File: src/rtl/mul_iter_unit_pkg.sv
// Shared types and signedness helpers for the iterative RISC-V M-extension multiplier.
package mul_pkg;

    typedef enum logic [1:0] {
        MUL    = 2'b00,
        MULH   = 2'b01,
        MULHSU = 2'b10,
        MULHU  = 2'b11
    } mul_op_e;

    typedef enum logic [1:0] {
        IDLE,
        BUSY,
        FIX,
        DONE
    } mul_state_e;

    function automatic logic op_rs1_signed(input mul_op_e op);
        return op != MULHU;
    endfunction

    function automatic logic op_rs2_signed(input mul_op_e op);
        return (op == MUL) || (op == MULH);
    endfunction

endpackage

File: src/rtl/mul_iter_unit_if.sv
// Issue-side request and writeback-side result handshakes of the multiplier.
interface mul_iter_unit_if #(
    parameter int XLEN  = 32,
    parameter int TAG_W = 5
) ();
    import mul_pkg::*;

    logic             in_valid;
    logic             in_ready;
    mul_op_e          in_op;
    logic [XLEN-1:0]  in_rs1;
    logic [XLEN-1:0]  in_rs2;
    logic [TAG_W-1:0] in_tag;
    logic             out_valid;
    logic             out_ready;
    logic [XLEN-1:0]  out_rd;
    logic [TAG_W-1:0] out_tag;

    modport master (
        output in_valid, in_op, in_rs1, in_rs2, in_tag, out_ready,
        input  in_ready, out_valid, out_rd, out_tag
    );

    modport slave (
        input  in_valid, in_op, in_rs1, in_rs2, in_tag, out_ready,
        output in_ready, out_valid, out_rd, out_tag
    );

endinterface

File: src/rtl/mul_iter_unit_step.sv
// One radix-2^K shift-add iteration over a 2*XLEN-bit unsigned accumulator.
module mul_step #(
    parameter int XLEN = 32,
    parameter int K    = 4
) (
    input  logic [2*XLEN-1:0] acc,
    input  logic [2*XLEN-1:0] mcand,
    input  logic [K-1:0]      mplier_slice,
    output logic [2*XLEN-1:0] acc_next
);

    assign acc_next = acc + mcand * {{(2*XLEN-K){1'b0}}, mplier_slice};

endmodule

File: src/rtl/mul_iter_unit.sv
// Multi-cycle MUL/MULH/MULHSU/MULHU unit: sign-magnitude conversion, XLEN/K
// shift-add iterations, sign fix-up, then a held result until writeback accepts it.
module mul_iter_unit
    import mul_pkg::*;
#(
    parameter int XLEN  = 32,
    parameter int K     = 4,
    parameter int TAG_W = 5
) (
    input  logic          clk,
    input  logic          rst_n,
    input  logic          flush,
    mul_iter_unit_if.slave mif
);

    localparam int ITERS = XLEN / K;
    localparam int CNT_W = (ITERS > 1) ? $clog2(ITERS) : 1;
    localparam logic [CNT_W-1:0] LAST_ITER = CNT_W'(ITERS - 1);

    if ((XLEN % K) != 0) begin : g_k_check
        $error("mul_iter_unit: XLEN must be a multiple of K");
    end

    mul_state_e        state;
    mul_state_e        state_next;
    logic [CNT_W-1:0]  cnt;
    logic [2*XLEN-1:0] acc;
    logic [2*XLEN-1:0] acc_next;
    logic [2*XLEN-1:0] mcand;
    logic [2*XLEN-1:0] corrected;
    logic [XLEN-1:0]   mplier;
    logic              neg;
    mul_op_e           op_q;
    logic [TAG_W-1:0]  tag_q;
    logic [XLEN-1:0]   out_rd_q;
    logic [TAG_W-1:0]  out_tag_q;

    logic              accept;
    logic              rs1_neg;
    logic              rs2_neg;
    logic [XLEN-1:0]   rs1_mag;
    logic [XLEN-1:0]   rs2_mag;

    assign accept = mif.in_valid && (state == IDLE) && !flush;

    // The most-negative operand negates to itself, which read unsigned is exactly 2^(XLEN-1).
    assign rs1_neg = op_rs1_signed(mif.in_op) && mif.in_rs1[XLEN-1];
    assign rs2_neg = op_rs2_signed(mif.in_op) && mif.in_rs2[XLEN-1];
    assign rs1_mag = rs1_neg ? -mif.in_rs1 : mif.in_rs1;
    assign rs2_mag = rs2_neg ? -mif.in_rs2 : mif.in_rs2;

    assign corrected = neg ? -acc : acc;

    mul_step #(
        .XLEN (XLEN),
        .K    (K)
    ) u_step (
        .acc          (acc),
        .mcand        (mcand),
        .mplier_slice (mplier[K-1:0]),
        .acc_next     (acc_next)
    );

    always_ff @(posedge clk or negedge rst_n) begin
        if (!rst_n) begin
            state <= IDLE;
        end else begin
            state <= state_next;
        end
    end

    always_comb begin
        state_next = state;
        case (state)
            IDLE: if (accept) state_next = BUSY;
            BUSY: if (cnt == LAST_ITER) state_next = FIX;
            FIX:  state_next = DONE;
            DONE: if (mif.out_ready) state_next = IDLE;
            default: state_next = IDLE;
        endcase
        if (flush) begin
            state_next = IDLE;
        end
    end

    always_ff @(posedge clk or negedge rst_n) begin
        if (!rst_n) begin
            cnt       <= '0;
            acc       <= '0;
            mcand     <= '0;
            mplier    <= '0;
            neg       <= 1'b0;
            op_q      <= MUL;
            tag_q     <= '0;
            out_rd_q  <= '0;
            out_tag_q <= '0;
        end else if (accept) begin
            cnt    <= '0;
            acc    <= '0;
            mcand  <= {{XLEN{1'b0}}, rs1_mag};
            mplier <= rs2_mag;
            neg    <= rs1_neg ^ rs2_neg;
            op_q   <= mif.in_op;
            tag_q  <= mif.in_tag;
        end else if (state == BUSY && !flush) begin
            cnt    <= cnt + CNT_W'(1);
            acc    <= acc_next;
            mcand  <= mcand << K;
            mplier <= mplier >> K;
        end else if (state == FIX && !flush) begin
            out_rd_q  <= (op_q == MUL) ? corrected[XLEN-1:0] : corrected[2*XLEN-1:XLEN];
            out_tag_q <= tag_q;
        end
    end

    assign mif.in_ready  = (state == IDLE);
    assign mif.out_valid = (state == DONE);
    assign mif.out_rd    = out_rd_q;
    assign mif.out_tag   = out_tag_q;

endmodule
File: src/flat_wrapper.sv
// flat-port wrapper written by rule: the top's interface ports become plain ports
module mul_iter_unit_flat import mul_pkg::*;
#(
    parameter int XLEN  = 32,
    parameter int K     = 4,
    parameter int TAG_W = 5
)
  (clk, rst_n, flush, mif_in_valid, mif_in_op, mif_in_rs1, mif_in_rs2, mif_in_tag, mif_out_ready, mif_in_ready, mif_out_valid, mif_out_rd, mif_out_tag);
  mul_iter_unit_if #(.XLEN(XLEN), .TAG_W(TAG_W)) mif_i ();
  input  logic clk;
  input  logic rst_n;
  input  logic flush;
  input wire logic [$bits(mif_i.in_valid)-1:0] mif_in_valid;
  input wire logic [$bits(mif_i.in_op)-1:0] mif_in_op;
  input wire logic [$bits(mif_i.in_rs1)-1:0] mif_in_rs1;
  input wire logic [$bits(mif_i.in_rs2)-1:0] mif_in_rs2;
  input wire logic [$bits(mif_i.in_tag)-1:0] mif_in_tag;
  input wire logic [$bits(mif_i.out_ready)-1:0] mif_out_ready;
  output wire logic [$bits(mif_i.in_ready)-1:0] mif_in_ready;
  output wire logic [$bits(mif_i.out_valid)-1:0] mif_out_valid;
  output wire logic [$bits(mif_i.out_rd)-1:0] mif_out_rd;
  output wire logic [$bits(mif_i.out_tag)-1:0] mif_out_tag;
  assign mif_i.in_valid = mif_in_valid;
  assign mif_i.in_op = mif_in_op;
  assign mif_i.in_rs1 = mif_in_rs1;
  assign mif_i.in_rs2 = mif_in_rs2;
  assign mif_i.in_tag = mif_in_tag;
  assign mif_i.out_ready = mif_out_ready;
  assign mif_in_ready = mif_i.in_ready;
  assign mif_out_valid = mif_i.out_valid;
  assign mif_out_rd = mif_i.out_rd;
  assign mif_out_tag = mif_i.out_tag;
  mul_iter_unit #(.XLEN(XLEN), .K(K), .TAG_W(TAG_W)) u_core (.clk(clk), .rst_n(rst_n), .flush(flush), .mif(mif_i));
endmodule
File: config.mk
export PLATFORM = sky130hd
export DESIGN_NAME = mul_iter_unit_flat
export DESIGN_NICKNAME = d
export VERILOG_FILES = /design/src/rtl/mul_iter_unit_pkg.sv /design/src/rtl/mul_iter_unit_if.sv /design/src/rtl/mul_iter_unit_step.sv /design/src/rtl/mul_iter_unit.sv /design/src/flat_wrapper.sv
export SDC_FILE = /design/constraint.sdc
export NUM_CORES = 1
export LEC_CHECK = 0
export ABC_CLOCK_PERIOD_IN_PS = 12320
export CAP_MARGIN = 40
export CORE_ASPECT_RATIO = 0.75
export CORE_MARGIN = 4
export CORE_UTILIZATION = 50
export DETAILED_ROUTE_END_ITERATION = 16
export PLACE_DENSITY = 0.68
export REMOVE_ABC_BUFFERS = 1
export SLEW_MARGIN = 10
export SYNTH_ARGS = -nofsm -noshare
export SYNTH_HDL_FRONTEND = slang
export SYNTH_HIERARCHICAL = 1
export SYNTH_SLANG_ARGS = --single-unit
File: constraint.sdc
create_clock -name clk -period 12.32 [get_ports clk]
set_input_delay 2.464 -clock clk [delete_from_list [all_inputs] [get_ports clk]]
set_output_delay 2.464 -clock clk [all_outputs]
set_load 0.01 [all_outputs]
==> out/qor.yml, run 1 <==
status:
  status: "completed"
cts:
  cts_buffers: 25
  clkSinkCount: 210
  hold_buffers: 0
  cts_max_path_buffers: 3
  cts_resized: 0
  cts_max_level: 1
  root_buffer: "clkbuf_16"
  cts_tree: "built"
  postCtsSetupRepairBufs: 0
  clock_latency_ns: 0.55
  clkTransAtPathRegs_ns: 0.06
grt:
  first_global_vias: 19012
  grt_overflow_total: 0
  grt_pass1_wl_mm: 104
  grt_max_degree: 107
  track_usage_pct: 27.4
  antenna_found_initial: 0
critical_path:
  timing.critical_path.from: "u_core/mplier[2]"
  reg2reg_slack_ns: 6.11
  critPathRequiredTime_ns: 12.79
  crit_family: "compound AO/OA/AOI/OAI gates"
  worstRegToRegCells: 20
  cp_max_fo: 34
  path_cells: "buf_16 -> and2_1 -> fa_1 -> fa_1 -> inv_1 -> fa_1 -> inv_1 -> ha_1 -> and4_1 -> nand2_1 -> o32ai_2 -> o2111ai_1 -> a2111o_1 -> a211o_1 -> a22o_1 -> o31a_1 -> o21ai_1 -> xor2_1 -> nand2_1 -> a21oi_1"
  path_buf_inv: 3
  crit_path_start_kind: "flop"
  timing.rr.end: "u_core/acc[59]"
  crit_type: "reg2reg"
  critPathMaxStageDelay_ns: 0.74
  end_kind: "flop"
  crit_top_cell: "fa_1"
  cp_slowest_cell: "dfrtp_2"
  rr_startpoint: "u_core/mplier[2]"
  arrival_ns: 6.68
synth:
  syn_inst: 2724
  ys_warn_count: 6
  synth_top_area_share_pct: 24.3
  synth_edf_count: 0
  ys_seq_area_share_pct: 24.3
  synth.largest_area_cell: "dfrtp_1"
  synth_cell_types: 73
  synth_seq_cells: 210
  synth_most_common_cell: "nand2_1"
  avgSynthCellArea_um2: 7.95
  synthFlopType: "dfrtp_1"
  syn_area_um2: 21700
  ys_top_cells_by_area: "dfrtp_1 24%, fa_1 17%, nand2_1 8.3%, and2_1 6.9%, a21oi_1 5.5%"
  netlist_top_cells_count: "480 x nand2_1, 293 x inv_1, 239 x a21oi_1"
  async_flop_share_pct: 100
placement:
  hpwl_mm: 48.3
  io_buffers: 114
  place.gp.congestion: 0.955
  place_area_um2: 23200
timing:
  setup_viol_count_final: 0
  relSlewSlack_pct: 37.9
  drv_slew: 0
  worst_slew_pin_slew_ns: 0.932
  grt_setup_unrepaired: "no"
  fin_crit_sh_pct: 50.4
  final_hold_viol_count: 0
  setup_tns_ns: 0
  fmaxAchievable_mhz: 161
  layout_min_cycle_time_ns: 6.21
  finalClockSkew_ns: 0.0165
hold_path:
  hold_class: "reg2reg"
  hold-path-cell-count: 2
  min_from: "u_core/tag_q[4]"
  whs_endpoint: "u_core/mif.out_tag[4]"
floorplanning:
  num_rows: 65
  die-height_um: 188
  fp.dieW_um: 248
  pin_count: 115
  start_util_pct: 51.0
  die_area_um2: 46700
  coreArea_um2: 42500
detailed_routing:
  final_antenna_net_count: 0
  drt-vias-per-instance: 5.76
  post_drt_wl_per_cell_um: 19.2
  drt-total-wl_mm: 63.8
  via_count: 19167
  drt_first_iter_violations: 1720
  drc_errors: 0
  first_pass_iters: 6
cells_and_area:
  drive_above_1_share_pct: 3.62
  area_delta_synth_final_pct: 11.4
  nets: 3076
  design_area_um2: 24100
run:
  maxCapViolCount: 0
==> metal layers <==
metal / vias to the layer above / GRT usage, % / part of all wire [%]
met1: 9367 / 43.3 / 49
met3: 63 / 4.45 / 7.6
met5: - / 0 / 0
met4: 0 / 4.62 / 1.5
met2: 746 / 40.1 / 42
li1: 8991 / - / -
==> registers in the layout, summed over array words and instances (netlist names) <==
signal / cells
u_core/state: 2
u_core/tag_q: 5
u_core/neg: 1
u_core/mcand: 64
u_core/mif.out_rd: 32
u_core/mif.out_tag: 5
u_core/mplier: 32
u_core/acc: 64
u_core/op_q: 2
u_core/cnt: 3
==> cells by family (layout without fill, tap and decap cells) <==
group / after synthesis / count (layout) / share of synthesized area [%]
AOI/OAI and AO/OA: 564 / 564 / 15.6
xor gates and xnor gates: 163 / 163 / 6.59
adders and majority gates: 259 / 259 / 21.3
buffers and inverters: 440 / 476 / 7.78
DFF: 210 / 210 / 24.3
muxes: 10 / 10 / 0.468
other: 0 / 1 / 0
and+or+nand+nor: 1078 / 1078 / 24.0
==> layout by cell type (no fill, tap or decap), types with 32 or more instances in the layout <==
cell type        instances
ha_1                    77
and2_1                 238
dfrtp_1                206
nand2_1                480
fa_1                   182
a21oi_1                239
o21ai_0                115
xor2_1                  64
nand3_1                 36
nor2_1                 138
inv_1                  293
clkdlybuf4s50_1        113
a31oi_1                 47
xnor2_1                 99
a21o_1                  32
nor3_1                  36
==> cell type report <==
type / instances / area (um^2)
timing repair buffer: 136 / 1410
sequential: 210 / 5260
antenna: 1 / 2.50
clock inverter: 11 / 153
fill: 3997 / 18300
tap: 569 / 712
multi-input combinational: 2074 / 14700
clock buffer: 35 / 733
inverter: 294 / 1100
==> worst max path at each step <==
stage	end	slack (ns)	depth (start not counted)
3_3_place_gp	u_core/acc[59]	6.12	19
6_report	u_core/acc[59]	6.11	20
3_5_place_dp	u_core/acc[59]	6.20	20
5_1_grt	u_core/acc[59]	5.79	20
2_1_floorplan	u_core/mcand[27]	4.42	4
4_1_cts	u_core/acc[59]	6.19	20
==> worst register-to-register path, stage by stage, from the launching register on <==
cell	delay, ns
dfrtp_2	0.74
buf_16	0.24
and2_1	0.19
fa_1	0.45
fa_1	0.55
inv_1	0.05
fa_1	0.49
inv_1	0.04
ha_1	0.39
and4_1	0.29
nand2_1	0.08
o32ai_2	0.44
o2111ai_1	0.21
a2111o_1	0.48
a211o_1	0.32
a22o_1	0.23
o31a_1	0.40
o21ai_1	0.19
xor2_1	0.15
nand2_1	0.07
a21oi_1	0.15
==> metrics by stage <==
step | utilization [%] | setup slack, ns | instances | hold slack, ns
2_1_floorplan | - | 4.42 | 2578 | 0.439
4_1_cts | 56.8 | 6.19 | 3329 | 0.472
6_report | 56.8 | 6.11 | 3330 | 0.471
3_3_place_gp | 54.4 | 6.12 | 3276 | 0.446
5_1_grt | 56.8 | 5.79 | 3329 | 0.502
3_5_place_dp | 54.7 | 6.20 | 3283 | 0.459
Power of run 1 is not shown: default switching activity piles up to over one toggle a cycle in this logic, so the estimate is an artifact.
==> run 2: changes to the inputs <==
Settings changed: ABC_CLOCK_PERIOD_IN_PS 12320 to 6200.
Clock period 12.32 ns to 6.2 ns, I/O delays scaled along.
==> out/qor.yml, run 2 (synthesized netlist as in run 1, its figures left out) <==
critical_path:
  crit_type: "reg2reg"  # unchanged
  cp_max_fo: 36  # was 34
  end_kind: "flop"  # unchanged
  arrival_ns: 6.36  # was 6.68 ns
  crit_path_start_kind: "flop"  # unchanged
  critPathRequiredTime_ns: 6.68  # was 12.79 ns
timing:
  fmaxAchievable_mhz: 170  # was 161 MHz
  grt_setup_unrepaired: "no"  # unchanged
  layout_setup_ws_ns: 0.325  # was 6.11 ns
  layout_min_cycle_time_ns: 5.87  # was 6.21 ns
  relSlewSlack_pct: 40.3  # was 37.9%
  setup_viol_count_final: 0  # unchanged
  final_hold_viol_count: 0  # unchanged
  setup_tns_ns: 0  # unchanged
  drv_slew: 0  # unchanged
  finalClockSkew_ns: 0.0194  # was 0.0165 ns
  fin_crit_sh_pct: 94.8  # was 50.4%
  worst_slew_pin_slew_ns: 0.892  # was 0.932 ns
  holdWs_ns: 0.466  # was 0.471 ns
cts:
  cts_max_path_buffers: 3  # unchanged
  cts_max_level: 1  # unchanged
  cts_buffers: 26  # was 25
  postCtsSetupRepairBufs: 0  # unchanged
  clkTransAtPathRegs_ns: 0.06  # about the same
  clkSinkCount: 210  # unchanged
  root_buffer: "clkbuf_16"  # unchanged
  cts_tree: "built"  # unchanged
  clock_latency_ns: 0.57  # was 0.55 ns
  hold_buffers: 0  # unchanged
detailed_routing:
  drt-vias-per-instance: 5.74  # was 5.76
  drt_first_iter_violations: 1686  # was 1,720
  via_count: 19198  # was 19,167
  final_antenna_net_count: 0  # unchanged
  first_pass_iters: 7  # was 6
  drt-total-wl_mm: 64.6  # was 63.8 mm
  drc_errors: 0  # unchanged
  post_drt_wl_per_cell_um: 19.3  # was 19.2 um
placement:
  hpwl_mm: 49.3  # was 48.3 mm
  dp_slack_ns: 0.140  # was 6.20 ns
  io_buffers: 114  # unchanged
  place.gp.congestion: 0.961  # was 0.955
grt:
  grt_overflow_total: 0  # unchanged
  track_usage_pct: 28.1  # was 27.4%
  grt_max_degree: 108  # was 107
  first_global_vias: 19287  # was 19,012
  grt_pass1_wl_mm: 107  # was 104 mm
  antenna_found_initial: 0  # unchanged
cells_and_area:
  area_delta_synth_final_pct: 11.9  # was 11.4%
  mostFrequentLayoutCells: "480 x nand2_1, 293 x inv_1, 239 x a21oi_1, 238 x and2_1, 206 x dfrtp_1"  # unchanged
  n_antenna_cell: 0  # was 1
  fillCellCount: 3952  # was 3,997
  reg.largest.list: "u_core/acc x64, u_core/mcand x64"  # unchanged
  layout_commonest_cell: "nand2_1"  # unchanged
  nets: 3088  # was 3,076
  drive_above_1_share_pct: 4.22  # was 3.62%
floorplanning:
  die-height_um: 188  # unchanged
  pin_count: 115  # unchanged
  coreArea_um2: 42500  # unchanged
  die_area_um2: 46700  # unchanged
  fp.dieW_um: 248  # unchanged
  start_util_pct: 51.0  # unchanged
  num_rows: 65  # unchanged
hold_path:
  hold_class: "reg2reg"  # unchanged
run:
  maxCapViolCount: 0  # unchanged
status:
  status: "completed"  # unchanged
-- run 2: cell type report --
cell class | instances | area [um^2] | area share [%]
multi-input combinational | 2074 | 14800 | 60.9
sequential | 210 | 5260 | 21.7
timing repair buffer | 147 | 1490 | 6.14
inverter | 294 | 1100 | 4.56
clock buffer | 32 | 734 | 3.03
tap | 569 | 712 | 2.94
clock inverter | 16 | 171 | 0.708
-- run 2: worst paths after layout --
| check | startpoint | depth (start not counted) | slack [ns] | endpoint |
|---|---|---|---|---|
| setup / recovery | u_core/mplier[1] | 21 | 0.33 | u_core/acc[59] |
| hold / removal | u_core/tag_q[4] | 2 | 0.47 | u_core/mif.out_tag[4] |
| setup reg to reg | u_core/mplier[1] | 21 | 0.33 | u_core/acc[59] |
| hold reg to reg | u_core/tag_q[4] | 2 | 0.47 | u_core/mif.out_tag[4] |
| max in group asynchronous | rst_n | 2 | 4.28 | u_core/neg |
| min in group asynchronous | rst_n | 1 | 0.72 | u_core/mplier[14] |
-- run 2: critical path: stages, from the launching register on --
cell,delay [ns]
dfrtp_2,0.59
buf_4,0.22
buf_4,0.31
and2_1,0.20
fa_1,0.44
fa_1,0.54
inv_1,0.05
fa_1,0.50
inv_1,0.04
ha_1,0.39
nand2_1,0.09
or2_2,0.29
nor2_1,0.09
o2111ai_1,0.15
a2111o_1,0.46
a211o_1,0.33
a22o_1,0.23
o31a_1,0.35
o21ai_1,0.17
xor2_1,0.15
nand2_1,0.06
a21oi_1,0.13
-- run 2: layer usage --
| metal | vias up | wire (um) | track usage, % |
|---|---|---|---|
| met5 | - | 0 | 0 |
| met4 | 0 | 1130 | 5.07 |
| met3 | 67 | 4730 | 4.03 |
| met2 | 632 | 27300 | 40.6 |
| met1 | 9480 | 31500 | 45.0 |
| li1 | 9019 | - | - |
-- run 2: what timing repair did --
item                       4_1_cts  5_1_grt
setup endpoints to repair        0       15
resized for setup                0        6
hold endpoints to repair         0        0
-- run 2: per-stage QoR --
step,instances,util (%),instance area (um^2)
detailed placement,3293,54.8,23300
finish,3342,57.1,24200
floorplan,2578,-,21100
global placement,3287,54.6,23200
global route,3342,57.1,24200
CTS,3341,57.0,24200
Power of run 2 is left out for the same reason.
